[src/rtl/incubator_pkg.sv]
// Shared types and default limits for the incubator temperature path.
// Used by temp_sensor_conditioner (optional TEMP_SPIKE_REJECT_EN) and the incubator controller.
package incubator_pkg;

  typedef logic signed [7:0] temp_t;

  typedef enum logic [0:0] {
    FILL = 1'b0,
    RUN  = 1'b1
  } cond_state_t;

  localparam temp_t DEFAULT_MIN_TEMP = -8'sd40;
  localparam temp_t DEFAULT_MAX_TEMP = 8'sd100;

  // Magnitude of a - b; 9 bits hold the full -255..255 difference range.
  function automatic logic [8:0] abs_diff(input temp_t a, input temp_t b);
    logic signed [8:0] d;
    d = {a[7], a} - {b[7], b};
    return d[8] ? 9'(-d) : 9'(d);
  endfunction

endpackage

[src/rtl/temp_sensor_conditioner_if.sv]
// Sample/temperature bus between the sensor front-end and its consumer.
// Signal set is identical with or without TEMP_SPIKE_REJECT_EN.
interface temp_sensor_conditioner_if;
  import incubator_pkg::*;

  temp_t sample_in;
  logic  sample_valid;
  temp_t temperature;
  logic  temp_valid;
  logic  sensor_fault;

  modport master (
    output sample_in,
    output sample_valid,
    input  temperature,
    input  temp_valid,
    input  sensor_fault
  );

  modport slave (
    input  sample_in,
    input  sample_valid,
    output temperature,
    output temp_valid,
    output sensor_fault
  );

endinterface

[src/rtl/temp_window_buffer.sv]
// Circular sample buffer with running sum and fill count for the moving average.
// Independent of TEMP_SPIKE_REJECT_EN.
module temp_window_buffer
  import incubator_pkg::*;
#(
  parameter int LOG2_WINDOW = 2
) (
  input  logic                          clk,
  input  logic                          reset,
  input  logic                          clear,
  input  logic                          push,
  input  temp_t                         din,
  output logic signed [7+LOG2_WINDOW:0] sum,
  output logic                          full
);
  localparam int WINDOW = 1 << LOG2_WINDOW;
  localparam int SUM_W  = 8 + LOG2_WINDOW;
  localparam int CNT_W  = LOG2_WINDOW + 1;

  temp_t                   mem_q [WINDOW];
  logic [LOG2_WINDOW-1:0]  idx_q;
  logic [CNT_W-1:0]        cnt_q;
  logic signed [SUM_W-1:0] sum_q;
  logic signed [SUM_W-1:0] sum_d;
  temp_t                   oldest_s;

  // Entry at the write index is the oldest one once the window has wrapped.
  always_comb begin
    oldest_s = mem_q[idx_q];
    sum_d    = sum_q + {{LOG2_WINDOW{din[7]}}, din} - {{LOG2_WINDOW{oldest_s[7]}}, oldest_s};
  end

  // Buffer, index, fill count and sum storage.
  always_ff @(posedge clk) begin
    if (reset || clear) begin
      for (int i = 0; i < WINDOW; i++) begin
        mem_q[i] <= 8'sd0;
      end
      idx_q <= {LOG2_WINDOW{1'b0}};
      cnt_q <= {CNT_W{1'b0}};
      sum_q <= {SUM_W{1'b0}};
    end else if (push) begin
      mem_q[idx_q] <= din;
      idx_q        <= idx_q + LOG2_WINDOW'(1);
      sum_q        <= sum_d;
      if (!full) begin
        cnt_q <= cnt_q + CNT_W'(1);
      end
    end
  end

  assign sum  = sum_q;
  assign full = (cnt_q == CNT_W'(WINDOW));

endmodule

[src/rtl/temp_sensor_conditioner.sv]
// Sensor front-end: range check, moving average, stale-data timeout and fault flag.
// Define TEMP_SPIKE_REJECT_EN to build the RUN-state spike filter.
module temp_sensor_conditioner
  import incubator_pkg::*;
#(
  parameter int    LOG2_WINDOW    = 2,
  parameter temp_t MIN_TEMP       = DEFAULT_MIN_TEMP,
  parameter temp_t MAX_TEMP       = DEFAULT_MAX_TEMP,
  parameter int    FAULT_LIMIT    = 3,
  parameter int    TIMEOUT_CYCLES = 1000
`ifdef TEMP_SPIKE_REJECT_EN
  ,
  parameter int    SPIKE_LIMIT    = 15
`endif
) (
  input  logic                     clk,
  input  logic                     reset,
  temp_sensor_conditioner_if.slave bus
);
  localparam int IDLE_W  = $clog2(TIMEOUT_CYCLES + 1);
  localparam int FAULT_W = $clog2(FAULT_LIMIT + 1);
  localparam int SUM_W   = 8 + LOG2_WINDOW;

  logic                    in_range_s;
  logic                    cand_s;
  logic                    accept_s;
  logic                    timeout_s;
  logic                    full_s;
  logic signed [SUM_W-1:0] sum_s;
  temp_t                   avg_s;
  logic [IDLE_W-1:0]       idle_q;
  logic [IDLE_W-1:0]       idle_d;
  logic [FAULT_W-1:0]      fault_cnt_q;
  logic [FAULT_W-1:0]      fault_cnt_d;
  logic                    sensor_fault_q;
  logic                    sensor_fault_d;
  cond_state_t             state_q;
  logic                    upd_q;
  temp_t                   temperature_q;
  logic                    temp_valid_q;

  // Inclusive signed range check qualifies a sample as a candidate.
  always_comb begin
    in_range_s = (bus.sample_in >= MIN_TEMP) && (bus.sample_in <= MAX_TEMP);
    cand_s     = bus.sample_valid && in_range_s;
  end

`ifdef TEMP_SPIKE_REJECT_EN
  logic [1:0] spike_cnt_q;
  logic       spike_s;

  // A third consecutive spike is taken as a genuine step in temperature.
  always_comb begin
    spike_s  = (state_q == RUN) && (abs_diff(bus.sample_in, temperature_q) > 9'(SPIKE_LIMIT));
    accept_s = cand_s && (!spike_s || (spike_cnt_q == 2'd2));
  end

  // Consecutive spike discard counter.
  always_ff @(posedge clk) begin
    if (reset) begin
      spike_cnt_q <= 2'd0;
    end else if (accept_s) begin
      spike_cnt_q <= 2'd0;
    end else if (cand_s && spike_s) begin
      spike_cnt_q <= spike_cnt_q + 2'd1;
    end
  end
`else
  // Every in-range sample is accepted.
  always_comb begin
    accept_s = cand_s;
  end
`endif

  // Idle timeout and saturating out-of-range counter; an accept wins over a timeout.
  always_comb begin
    timeout_s = !accept_s && (idle_q == IDLE_W'(TIMEOUT_CYCLES - 1));
    if (accept_s || timeout_s) begin
      idle_d = {IDLE_W{1'b0}};
    end else begin
      idle_d = idle_q + IDLE_W'(1);
    end
    if (accept_s) begin
      fault_cnt_d = {FAULT_W{1'b0}};
    end else if (bus.sample_valid && !in_range_s && (fault_cnt_q != FAULT_W'(FAULT_LIMIT))) begin
      fault_cnt_d = fault_cnt_q + FAULT_W'(1);
    end else begin
      fault_cnt_d = fault_cnt_q;
    end
    sensor_fault_d = (fault_cnt_d == FAULT_W'(FAULT_LIMIT));
    avg_s          = temp_t'(sum_s >>> LOG2_WINDOW);
  end

  // Idle and fault supervision registers.
  always_ff @(posedge clk) begin
    if (reset) begin
      idle_q         <= {IDLE_W{1'b0}};
      fault_cnt_q    <= {FAULT_W{1'b0}};
      sensor_fault_q <= 1'b0;
    end else begin
      idle_q         <= idle_d;
      fault_cnt_q    <= fault_cnt_d;
      sensor_fault_q <= sensor_fault_d;
    end
  end

  // FILL/RUN state machine; the average is published one edge after the sum moves.
  always_ff @(posedge clk) begin
    if (reset) begin
      state_q       <= FILL;
      upd_q         <= 1'b0;
      temperature_q <= 8'sd0;
      temp_valid_q  <= 1'b0;
    end else begin
      upd_q <= accept_s;
      if (timeout_s) begin
        state_q      <= FILL;
        temp_valid_q <= 1'b0;
      end else begin
        case (state_q)
          FILL: begin
            if (upd_q && full_s) begin
              state_q       <= RUN;
              temp_valid_q  <= 1'b1;
              temperature_q <= avg_s;
            end
          end
          RUN: begin
            if (upd_q) begin
              temperature_q <= avg_s;
            end
          end
          default: begin
            state_q      <= FILL;
            temp_valid_q <= 1'b0;
          end
        endcase
      end
    end
  end

  temp_window_buffer #(
    .LOG2_WINDOW(LOG2_WINDOW)
  ) u_window (
    .clk   (clk),
    .reset (reset),
    .clear (timeout_s),
    .push  (accept_s),
    .din   (bus.sample_in),
    .sum   (sum_s),
    .full  (full_s)
  );

  assign bus.temperature  = temperature_q;
  assign bus.temp_valid   = temp_valid_q;
  assign bus.sensor_fault = sensor_fault_q;

endmodule

[src/flat_wrapper.sv]
// flat-port wrapper written by rule: the top's interface ports become plain ports
module temp_sensor_conditioner_flat import incubator_pkg::*;
#(
  parameter int    LOG2_WINDOW    = 2,
  parameter temp_t MIN_TEMP       = DEFAULT_MIN_TEMP,
  parameter temp_t MAX_TEMP       = DEFAULT_MAX_TEMP,
  parameter int    FAULT_LIMIT    = 3,
  parameter int    TIMEOUT_CYCLES = 1000

)
  (clk, reset, bus_sample_in, bus_sample_valid, bus_temperature, bus_temp_valid, bus_sensor_fault);
  temp_sensor_conditioner_if bus_i ();
  input  logic clk;
  input  logic reset;
  input wire logic [$bits(bus_i.sample_in)-1:0] bus_sample_in;
  input wire logic [$bits(bus_i.sample_valid)-1:0] bus_sample_valid;
  output wire logic [$bits(bus_i.temperature)-1:0] bus_temperature;
  output wire logic [$bits(bus_i.temp_valid)-1:0] bus_temp_valid;
  output wire logic [$bits(bus_i.sensor_fault)-1:0] bus_sensor_fault;
  assign bus_i.sample_in = bus_sample_in;
  assign bus_i.sample_valid = bus_sample_valid;
  assign bus_temperature = bus_i.temperature;
  assign bus_temp_valid = bus_i.temp_valid;
  assign bus_sensor_fault = bus_i.sensor_fault;
  temp_sensor_conditioner #(.LOG2_WINDOW(LOG2_WINDOW), .MIN_TEMP(MIN_TEMP), .MAX_TEMP(MAX_TEMP), .FAULT_LIMIT(FAULT_LIMIT), .TIMEOUT_CYCLES(TIMEOUT_CYCLES)) u_core (.clk(clk), .reset(reset), .bus(bus_i));
endmodule
[config.mk]
export PLATFORM = sky130hd
export DESIGN_NAME = temp_sensor_conditioner_flat
export DESIGN_NICKNAME = d
export VERILOG_FILES = /design/src/rtl/incubator_pkg.sv /design/src/rtl/temp_sensor_conditioner_if.sv /design/src/rtl/temp_window_buffer.sv /design/src/rtl/temp_sensor_conditioner.sv /design/src/flat_wrapper.sv
export SDC_FILE = /design/constraint.sdc
export NUM_CORES = 1
export LEC_CHECK = 0
export BUFFER_PORTS_ARGS = -buffer_cell sky130_fd_sc_hd__buf_2
export CAP_MARGIN = 20
export CORE_UTILIZATION = 55
export CTS_CLUSTER_DIAMETER = 40
export CTS_CLUSTER_SIZE = 12
export DETAILED_ROUTE_END_ITERATION = 7
export PLACE_DENSITY = 0.87
export RECOVER_POWER = 100
export SLEW_MARGIN = 30
export SYNTH_ARGS = -nofsm -noshare
export SYNTH_HDL_FRONTEND = slang
export SYNTH_SLANG_ARGS = --single-unit
[constraint.sdc]
create_clock -name clk -period 3.2 [get_ports clk]
set_input_delay 0.16 -clock clk [delete_from_list [all_inputs] [get_ports clk]]
set_output_delay 0.16 -clock clk [all_outputs]
set_load 0.01 [all_outputs]
Word level (Yosys, flattened, before mapping). Memories as Yosys holds them, arrays and structs flattened. A register that Yosys moved wholly into a read port is not among the register bits. Cells that the tools add are included.

Order comparisons: 2. Multipliers: 0. Divide/modulo/power cells: 0. Equal/unequal tests: 6. Multiplexer cells: 17. Add/sub/neg operators: 6. Reductions and logical operators: 16. Shift-type cells: 0. Bitwise operators: 3.

Operators by type and width (count): $mux W8 (3); $pmux W8 S2 (1); $add A10 B1 Y10 const B (1); $add A10 B10 Y10 (1); $eq A10 B10 Y1 const B (1); $mux W2 (5); $sub A10 B10 Y10 (1); $ge A8 B7 Y1 const B (1); $le A8 B8 Y1 const B (1); $mux W1 (8); $reduce_or A8 Y1 (1); $logic_and A1 B1 Y1 (6); $add A2 B1 Y2 const B (2); $ne A2 B2 Y1 const B (2); $reduce_and A2 Y1 (2); $reduce_or A2 Y1 (2); $add A3 B1 Y3 const B (1); $eq A3 B3 Y1 const B (1); $not A1 Y1 (3); $reduce_and A3 Y1 (1); $eq A2 B2 Y1 const B (1); $logic_not A1 Y1 (2); $logic_or A1 B1 Y1 (2); $ne A2 B1 Y1 const B (1).

Memories: 1. Bits in latches: 0. Bits in writable memories: 32. Word-level logic and storage cells: 61. Memory bits (read-only): 0. Register bits: 39.

Memories: u_core.u_window.mem_q (depth 4, width 8, rd ports 1, clocked after Yosys merged registers in 1, write ports 4, RTL line temp_window_buffer.sv:20) `temp_t mem_q [WINDOW];`.

Depth between registers and ports, before layout.
Depth in word-level cells: 10. Depth in mapped cells: 13. Depth with buffers taken out: 12.

By module. From an unflattened synthesis, not the netlist that was laid out.

Cell total of the unflattened synthesis: 356. Area, all modules: 3781.1 µm².

Modules (own cells, without submodules): temp_window_buffer (area each 2707.6 µm², sequential area each 1301.2 µm², cells each 242, times used 1); temp_sensor_conditioner (area each 1073.5 µm², sequential area each 480.5 µm², cells each 114, times used 1).

Least setup slack after synthesis. No wires, ideal clock.

Kind: reg2reg. Start: register (tool-made name). End: register u_core.u_window.sum_q[9], in the netlist u_core.u_window.sum[9]. Setup time: 0.132 ns. Arrival time: 3.234 ns. Buffers on the path: 1. Slack: -0.166 ns. Stages on the path, launching flop included: 12. Period minus slack after synthesis: 3.366 ns. Cells stage by stage: dfxtp_1 -> clkbuf_1 -> mux4_2 -> fa_1 -> inv_1 -> ha_1 -> a211oi_1 -> nor2_1 -> a21o_1 -> a311oi_1 -> mux2i_1 -> a21oi_1.

RTL lines: end signal: assignment (RTL line temp_window_buffer.sv:41) `sum_q <= {SUM_W{1'b0}};`; end signal: assignment (RTL line temp_window_buffer.sv:45) `sum_q <= sum_d;`; end: declaration (RTL line temp_window_buffer.sv:23) `logic signed [SUM_W-1:0] sum_q;`.

==> results.py <==
metrics = {
    "route": {
        "via_count": 2861,
        "total_wire_length_mm": 7.928,
        "met3RoutedLength_um": 457,
        "drtIter0Drc": 202,
        "routed-wl-met2_mm": 4.013,
        "wirelength_met1_mm": 3.298,
        "detail_route.drc_violations": 2,
        "drt_first_pass_iters": 7,
        "highest-signal-layer": "met4",
        "via_per_inst": 5.899,
        "detail-route-antenna-nets": 0,
        "wl_per_cell_um": 16.35,
    },
    "sta": {
        "maxSlewHeadroom_pct": 49.06,
        "post-route-min-period_ps": 3044,
        "transition_at_the_pin_with_the_smallest_max_transition_slack_ps": 759.6,
        "min_period_over_period_pct": 95.12,
        "count_of_pins_over_their_slew_limit": 0,
        "fin_tns_setup_ps": 0,
        "setup_viol": 0,
        "final_hold_viol_count": 0,
        "worst_clock_skew_ps": 11.31,
        "max_freq_mhz": 328.5,
        "finalHoldWorstSlack_ps": 109.4,
    },
    "setup_path": {
        "worst-endpoint-required_ps": 3430,
        "critPathMaxStageDelay_ps": 500,
        "critical-path-slowest-cell": "mux4_2",
        "arrival_ps": 3280,
        "worst-setup-path-type": "reg -> reg",
        "critical_path.max_fanout": 7,
        "timing.critical_path.to_type": "register",
        "worstSetupStartpointType": "register",
        "cp_cell_sequence": "buf_12 > mux4_2 > fa_1 > inv_1 > ha_4 > a21o_1 > a2111o_1 > a211oi_2 > a311oi_2 > mux2i_1 > a21oi_1",
    },
    "clock_tree": {
        "clkSinkCount": 73,
        "cts.path.max_buffers": 2,
        "worst_setup_hold_path_clk_slew_ps": 80,
        "cts_hold_buf": 0,
        "cts_tree": "built",
        "tritoncts.num_buffers": 9,
        "htree_num_levels": 3,
        "clock_insertion_delay_worst_skew_ps": 350,
        "cts-root-buf": "clkbuf_8",
    },
    "synth": {
        "avgSynthCellArea_sq_um": 10.22,
        "synthesis.area_sq_mm": 0.003771,
        "postSynthCellCount": 369,
        "synth_cell_type_count": 47,
        "ys_ff_latch": 73,
        "synth-edff-count": 32,
        "asyncSetResetFlopFracSynth_pct": 0,
        "synth.yosys.warnings": 0,
        "ys.flop_type": "dfxtp_1",
        "syn_nets": 404,
        "register_area_share_after_synthesis_pct": 47.25,
    },
    "floorplan": {
        "die-width_um": 84.81,
        "initial_utilization_pct": 58.06,
        "fp.dieArea_sq_mm": 0.007192,
        "placement_rows": 29,
        "core_area_sq_mm": 0.006495,
        "top_level_ports": 21,
        "fp.dieH_um": 84.81,
    },
    "grt": {
        "track_usage_pct": 23.87,
        "grt_max_degree": 33,
        "number_of_antenna_violations_at_the_first_check_in_global_routing": 0,
        "grt_overflow": 0,
        "grt_pass1_vias": 2830,
        "first_pass_grt_wire_length_mm": 13.22,
    },
    "worst_hold_path": {
        "worst_hold_path_type": "in -> reg",
        "worst_hold_startpoint": "bus_sample_in[2]",
    },
    "placement": {
        "dp.final_hpwl_mm": 5.780,
        "gp_congestion": 0.8823,
        "numPortBuffers": 20,
    },
    "power": {
        "power.internal_mw": 1.847,
        "p_switching_mw": 0.8922,
        "switching_share_pct": 32.57,
        "pwr-share-seq_pct": 40.1,
        "power.density_cell_area_mw_per_mm2": 640.6,
        "pwr-share-comb_pct": 33.5,
        "power.ir.vdd_worst_v": 0.0003175,
        "pwr-share-clk_pct": 26.4,
        "static-leakage-power_nw": 1.747,
    },
    "cells_and_area": {
        "design.final.nets": 438,
        "area_growth_from_synthesis_to_final_layout_pct": 13.40,
        "final_layout_size_suffix_gt1_share_pct": 14.95,
        "core_utilization_of_the_finished_layout_pct": 65.84,
        "num_antenna_cells": 0,
    },
    "run_status": {
        "status": "finished, violations left",
        "violations": "design-rule violations",
    },
    "run": {
        "max_cap_violations": 0,
    },
}
placed cells by master (no fill, tap or decap), types with 10 or more instances in the layout:
cell | synthesis | routed
inv_1 | 41 | 41
nor3_1 | 15 | 15
nor2_1 | 39 | 39
nand3_1 | 18 | 18
a21oi_1 | 21 | 20
edfxtp_1 | 32 | 32
clkbuf_1 | 11 | 12
nand2_1 | 14 | 14
and2_1 | 11 | 11
ha_1 | 15 | 13
mux2i_1 | 10 | 10
o21ai_0 | 11 | 10
dfxtp_1 | 41 | 40
buf_4 | 0 | 16
layer usage:
| layer | global-route usage, % | up-vias |
|---|---|---|
| met1 | 29.83 | 1394 |
| met2 | 40.87 | 95 |
| met5 | 0 | - |
| met4 | 8.937 | 0 |
| met3 | 5.113 | 15 |
| li1 | - | 1357 |
cells in the mapped netlist, types with 2 or more instances:
cell      instances  share of area [%]
dfxtp_1          41                 22
inv_1            41                4.1
nor2_1           39                3.9
edfxtp_1         32                 25
a21oi_1          21                2.8
nand3_1          18                2.4
ha_1             15                5.0
nor3_1           15                2.0
nand2_1          14                1.4
and2_1           11                1.8
clkbuf_1         11                1.1
o21ai_0          11                1.5
mux2i_1          10                2.7
fa_1              9                4.8
nor4_1            9                1.5
mux4_2            8                4.8
xnor2_1           7                1.6
xor2_1            6                1.4
or3_1             5               0.83
a211oi_1          4               0.80
a21o_1            4               0.80
nand2b_1          4               0.66
a31oi_1           3               0.50
and3_1            3               0.50
buf_1             2               0.20
nor2b_1           2               0.33
nor3b_1           2               0.40
o21a_1            2               0.40
o21ai_1           2               0.27
path summary, 6_finish.rpt:
kind	endpoint	slack [ps]	depth (start not counted)
setup / recovery	u_core.u_window.sum[9]	160	11
hold / removal	u_core.u_window.mem_q[1][2]	110	2
setup reg to reg	u_core.u_window.sum[9]	160	11
hold reg to reg	u_core.idle_q[0]	470	1
critical path, delay by kind of cell (launching register included):
kind / cells / cell delay [ps]
buf+inv: 2 / 200
flops: 1 / 370
mux: 2 / 670
compound gates: 5 / 940
fa+ha+maj: 2 / 740
cells by family (layout without fill, tap and decap cells):
logic type | after synthesis | after routing | share of synthesized area (%)
mux | 18 | 18 | 7.432
buf+inv | 57 | 96 | 5.906
flops | 73 | 73 | 47.25
compound gates | 57 | 57 | 9.689
fa+ha+maj | 24 | 24 | 9.754
xor+xnor | 13 | 13 | 3.019
simple gates | 127 | 127 | 16.95
state kept, by name, summed over array words and instances, names as in the netlist, named ones only:
signal and cells:
u_core.idle_q 10, u_core.u_window.sum 10, u_core.bus.temperature 8, u_core.bus.sensor_fault 1
u_core.bus.temp_valid 1, u_core.state_q 1, u_core.fault_cnt_q 2, u_core.u_window.idx_q 2
u_core.u_window.cnt_q 3, u_core.u_window.mem_q 32, u_core.upd_q 1
power groups by stage:
| stage | Combinational, mW | Clock (mW) | Sequential, mW |
|---|---|---|---|
| global route | 1.02 | 0.774 | 1.10 |
| detailed placement | 0.832 | 0 | 1.12 |
| global placement | 0.803 | 0 | 1.11 |
| finish | 0.919 | 0.723 | 1.10 |
| floorplan | 0.614 | 0 | 1.09 |
| CTS | 0.838 | 0.736 | 1.10 |
what timing repair did:
action | in CTS | in global routing
setup buffers | 0 | 3
endpoints found under the setup margin | 0 | 4
resized for setup | 0 | 8
metrics by stage:
stage                     std cells  worst slack (ps)  instance area (sq um)  power (mW)
after floorplan                 369             41.90                   3772       1.702
after detailed placement        466             38.06                   4033       1.949
after CTS                       482             14.55                   4235       2.670
after global routing            485            -23.82                   4277       2.903
final                           485             156.1                   4277       2.740
after global placement          466             89.46                   4028       1.914
area by class of cell:
cell class / instances / area (sq um)
Sequential cell: 73 / 1783
Clock inverter: 7 / 78.83
Inverter: 42 / 157.7
Clock buffer: 9 / 123.9
Tap cell: 77 / 96.34
Multi-Input combinational cell: 239 / 1807
Timing Repair Buffer: 38 / 230.2
Fill cell: 508 / 2218
Note: power is estimated with default switching activity, not from simulation.
